[src/rtl/fetch_queue.sv]
`default_nettype none
// ============================================================================
// Module      : fetch_queue
// Description : Instruction buffer between fetch and decode. Circular FIFO of
//               {instr, pc} entries with valid/ready on both sides, flush,
//               and an almost_full stall indication for the fetch PC.
//               Optional same-cycle bypass when empty: FETCHQ_BYPASS_EN.
// Revision    : 1.0 - initial release
// ============================================================================
module fetch_queue #(
  parameter int DEPTH        = 8,
  parameter int DATA_WIDTH   = 32,
  parameter int PC_WIDTH     = 8,
  parameter int AFULL_THRESH = DEPTH - 2
) (
  input  logic                     clk,
  input  logic                     reset,
  input  logic                     flush,
  input  logic                     in_valid,
  input  logic [DATA_WIDTH-1:0]    in_instr,
  input  logic [PC_WIDTH-1:0]      in_pc,
  output logic                     in_ready,
  output logic                     almost_full,
  output logic                     out_valid,
  output logic [DATA_WIDTH-1:0]    out_instr,
  output logic [PC_WIDTH-1:0]      out_pc,
  input  logic                     out_ready,
  output logic [$clog2(DEPTH):0]   count
);

  localparam int PTR_W = $clog2(DEPTH);
  localparam int CNT_W = PTR_W + 1;
  localparam logic [CNT_W-1:0] C_FULL  = CNT_W'(DEPTH);
  localparam logic [CNT_W-1:0] C_AFULL = CNT_W'(AFULL_THRESH);

  logic [DATA_WIDTH-1:0] instr_mem [DEPTH];
  logic [PC_WIDTH-1:0]   pc_mem    [DEPTH];
  logic [PTR_W-1:0]      rptr;
  logic [PTR_W-1:0]      wptr;
  logic [CNT_W-1:0]      count_r;

  logic stored_valid;
  logic bypass_hit;
  logic push;
  logic pop;

  assign stored_valid = (count_r != '0);
  assign in_ready     = (count_r != C_FULL);
  assign almost_full  = (count_r >= C_AFULL);
  assign count        = count_r;

`ifdef FETCHQ_BYPASS_EN
  // Empty queue forwards the incoming instruction straight to decode
  always_comb begin
    bypass_hit = !stored_valid && in_valid && !flush && !reset;
    out_valid  = stored_valid || bypass_hit;
    out_instr  = bypass_hit ? in_instr : instr_mem[rptr];
    out_pc     = bypass_hit ? in_pc    : pc_mem[rptr];
    // A bypassed instruction that decode takes now never enters storage
    push       = in_valid && in_ready && !(bypass_hit && out_ready);
    pop        = stored_valid && out_ready;
  end
`else
  // Outputs come only from registered state; head entry is at rptr
  always_comb begin
    bypass_hit = 1'b0;
    out_valid  = stored_valid;
    out_instr  = instr_mem[rptr];
    out_pc     = pc_mem[rptr];
    push       = in_valid && in_ready;
    pop        = stored_valid && out_ready;
  end
`endif

  // Pointer, occupancy and storage update; reset > flush > push/pop
  always_ff @(posedge clk) begin
    if (reset) begin
      rptr    <= '0;
      wptr    <= '0;
      count_r <= '0;
      for (int i = 0; i < DEPTH; i++) begin
        instr_mem[i] <= '0;
        pc_mem[i]    <= '0;
      end
    end else if (flush) begin
      // Contents are left in place; only the bookkeeping is cleared
      rptr    <= '0;
      wptr    <= '0;
      count_r <= '0;
    end else begin
      if (push) begin
        instr_mem[wptr] <= in_instr;
        pc_mem[wptr]    <= in_pc;
        wptr            <= wptr + PTR_W'(1);
      end
      if (pop) begin
        rptr <= rptr + PTR_W'(1);
      end
      if (push && !pop) begin
        count_r <= count_r + CNT_W'(1);
      end else if (pop && !push) begin
        count_r <= count_r - CNT_W'(1);
      end
    end
  end

endmodule
`default_nettype wire
[config.mk]
export PLATFORM = sky130hd
export DESIGN_NAME = fetch_queue
export DESIGN_NICKNAME = d
export VERILOG_FILES = /design/src/rtl/fetch_queue.sv
export SDC_FILE = /design/constraint.sdc
export NUM_CORES = 1
export LEC_CHECK = 0
export BUFFER_PORTS_ARGS = -buffer_cell sky130_fd_sc_hd__clkbuf_2
export CAP_MARGIN = 5
export CORE_ASPECT_RATIO = 0.5
export CORE_MARGIN = 2
export CORE_UTILIZATION = 55
export DETAILED_ROUTE_END_ITERATION = 6
export PLACE_DENSITY = 0.75
export SYNTH_ARGS = -nofsm -noshare
export SYNTH_HDL_FRONTEND = slang
export SYNTH_SLANG_ARGS = --single-unit
[constraint.sdc]
create_clock -name clk -period 4.87 [get_ports clk]
set_clock_uncertainty 0.2 [all_clocks]
set_input_delay 0.487 -clock clk [delete_from_list [all_inputs] [get_ports clk]]
set_output_delay 0.487 -clock clk [all_outputs]
set_load 0.005 [all_outputs]
==> impl_metrics.yaml <==
worst_setup_path:
  slowest_stage: "dfxtp_4"
  worstSetupPathType: "reg2out"
  critPathRequiredTime_ns: 4.18
  endpoint_kind: "output port"
  cp_slowest_stage_delay_ns: 0.76
  startpoint_type: "register"
  worstSetupPathDepth: 4
  critPathTopFamily: "multiplexers"
  crit_chain: "buf_12 > mux4_2 > mux2_2 > clkbuf_2"
  crit_path_end: "out_instr[26]"
  worst-r2r-cell-count: 5
  reg2reg_from: "count[0]"
  critPathMaxFanout: 50
  crit_arrival_ns: 2.80
  r2r_end: "instr_mem[3][25]"
  reg2reg_slack_ns: 1.47
  path_buf_inv: 2
power_and_ir_drop:
  p_int_mw: 4.799
  power.density_nw_per_um2: 376.1
  combinationalPowerShare: 0.088
  vdd.ir_drop.worst_v: 0.0002830
  p_sw_mw: 1.371
  swShare: 0.2222
  power_frac_clock: 0.376
  p_leak_nw: 5.675
  seqPwrFrac: 0.537
floorplan:
  coreArea_um2: 26330
  die_h_um: 119.4
  start_util: 0.5566
  die_area_um2: 28050
  io_pins: 92
  die_w_um: 234.9
  rows: 42
cts:
  worstSkewPairLatency_ns: 0.55
  tritoncts: "built"
  ctsResizeCount: 0
  cts_root_buffer: "clkbuf_16"
  cts_hold_buf: 0
  post_cts.repair.setup_buffers: 0
  clkTransAtPathRegs_ns: 0.07
  cts.sinks: 333
  numCtsBuffers: 29
  cts.path.max_buffers: 3
  cts.htree.levels: 1
synth:
  synth-adder-area-share: 0.005635
  synth_top_family_by_area: "multiplexers"
  yosysUniqueCellTypes: 35
  synth-simple-area-share: 0.1288
  synth.avg_cell_area_um2: 14.66
  syn_area_um2: 14660
  synth-xor-area-share: 0.003586
  syn_nets: 1051
  synth_common_cells: "edfxtp_1, nor2_1, nand2_1"
  synthArstFlopShare: 0
  synth_ff_type: "edfxtp_1"
  yosysTopAreaCellShare: 0.6557
  yosysMostFrequentCell: "edfxtp_1"
  synth-seq-area-share: 0.6734
  synth-edff-count: 320
  yosysTopAreaCell: "edfxtp_1"
  synth-seq-cells: 333
  muxShareOfSynthArea: 0.1544
  synth.area.top_cells: "edfxtp_1, mux4_2, nor2_1"
  synth_compound_area_frac: 0.007172
  yosys_warnings: 0
  syn_inst: 1000
global_route:
  grt-busiest-layer: "met2"
  use_met1: 0.3501
  grt_overflow_total: 0
  grt_pass1_vias: 9121
  grtUsageMet3: 0.05447
  grt_pass1_wl_mm: 52.15
  grt_start_max_net_pins: 51
  antenna_found_initial: 0
  gr-usage-met2: 0.3925
  grt_usage: 0.2466
cells_and_area:
  drive_gt1_frac: 0.2739
  design_area_um2: 16400
  areaGrowthSynthToFinish_pct: 11.94
  multi_input_area_um2: 4479
  n_fill_cell: 1891
  layout.nets: 1129
  ff_latch_area_um2: 9878
placed_design:
  placed_area_um2: 15470
  hpwl_mm: 20.91
  io_buffers: 91
  gp_congestion: 0.7893
route:
  post_drt_via_cell_ratio: 6.034
  routedWlPerCell_um: 23.28
  drt-initial-drc-count: 1052
  vias: 8762
  wl_mm: 33.80
  first_pass_iters: 6
  drc: 0
  ant_nets: 0
sta:
  holdWs_ns: 0.02438
  fmax_ghz: 0.2866
  tns_ns: 0
  post-route-period-util: 0.7165
  setup_viol: 0
  rsz0062_at_grt: "no"
  relSlewSlack: 0.2603
  finalMaxSlewViolations: 0
  fin_crit_ns: 3.489
  worst_pin_slew_ns: 1.099
  hold_viol: 0
status:
  status: "completed"
min_path:
  hold_path.class: "in2reg"
  hold_start: "out_ready"
flow_run:
  maxCapViolCount: 0
[through the flow]
stage          setup WS (ns)  std cells  utilization  total power, mW
2_1_floorplan          1.030       1000            -            3.709
3_3_place_gp           1.569       1399       0.5875            3.896
3_5_place_dp           1.481       1399       0.5875            3.916
4_1_cts                1.279       1451       0.6230            6.186
5_1_grt                1.180       1451       0.6230            6.357
6_report               1.381       1452       0.6231            6.170
[cell usage in the layout (no fill, tap or decap), types with 5 or more instances in the layout]
| cell type | Yosys | final |
|---|---|---|
| buf_4 | 11 | 24 |
| nand2_1 | 85 | 85 |
| nor2_1 | 283 | 281 |
| clkbuf_1 | 27 | 7 |
| edfxtp_1 | 320 | 320 |
| clkbuf_2 | 0 | 91 |
| and2_1 | 49 | 49 |
| mux4_2 | 80 | 80 |
| ha_1 | 5 | 5 |
| dfxtp_1 | 13 | 10 |
| xor2_1 | 5 | 5 |
| clkbuf_16 | 0 | 29 |
| nand3_1 | 6 | 6 |
| clkinv_1 | 0 | 7 |
| mux2_2 | 40 | 40 |
[area by class of cell]
class                      count  share of cell area
timing repair buffer         116             0.03997
multi-input combinational    594              0.2731
antenna                        1           0.0001525
clock inverter                16             0.01106
tap                          352             0.02685
inverter                       4           0.0009153
clock buffer                  36             0.04584
sequential                   333              0.6022
[layer usage]
metal / vias up / share of wire
met4: 0 / 0.016
met5: - / 0
li1: 3801 / -
met3: 44 / 0.10
met1: 4436 / 0.40
met2: 481 / 0.48
[worst reg2reg max path: cells and delay by family, from the launching register on]
| family | cells | cell delay, ns |
|---|---|---|
| flip-flops | 1 | 0.48 |
| AND/OR/NAND/NOR | 3 | 1.20 |
| buffers and inverters | 1 | 0.33 |
| AO/OA/AOI/OAI | 1 | 0.90 |
[worst min path at each step]
stage / slack [ns] / cells past startpoint / endpoint
2_1_floorplan: 0.25 / 2 / register
3_3_place_gp: 0.26 / 2 / register
3_5_place_dp: 0.28 / 2 / register
4_1_cts: 0.01 / 3 / register
5_1_grt: 0.04 / 3 / wptr[1]
6_report: 0.02 / 3 / register
[power by group through the flow]
stage	sequential, mW	clock [mW]	combinational [mW]
after floorplan	3.34	0	0.365
after global routing	3.32	2.44	0.590
after global placement	3.36	0	0.533
final	3.31	2.32	0.542
after detailed placement	3.37	0	0.542
after CTS	3.31	2.33	0.545
[sequential cells by signal, indices dropped and copies added, names as in the netlist, named ones only]
name       flops
rptr           3
count          4
instr_mem    256
pc_mem        64
wptr           3
[cell families (layout without fill, tap and decap cells)]
family / after synthesis / count (layout)
xor+xnor: 6 / 6
buf+inv: 73 / 172
simple gates: 446 / 446
compound gates: 15 / 15
fa+ha+maj: 6 / 6
other cells: 0 / 1
flops: 333 / 333
mux: 121 / 121
(Power assumes the default switching activity.)
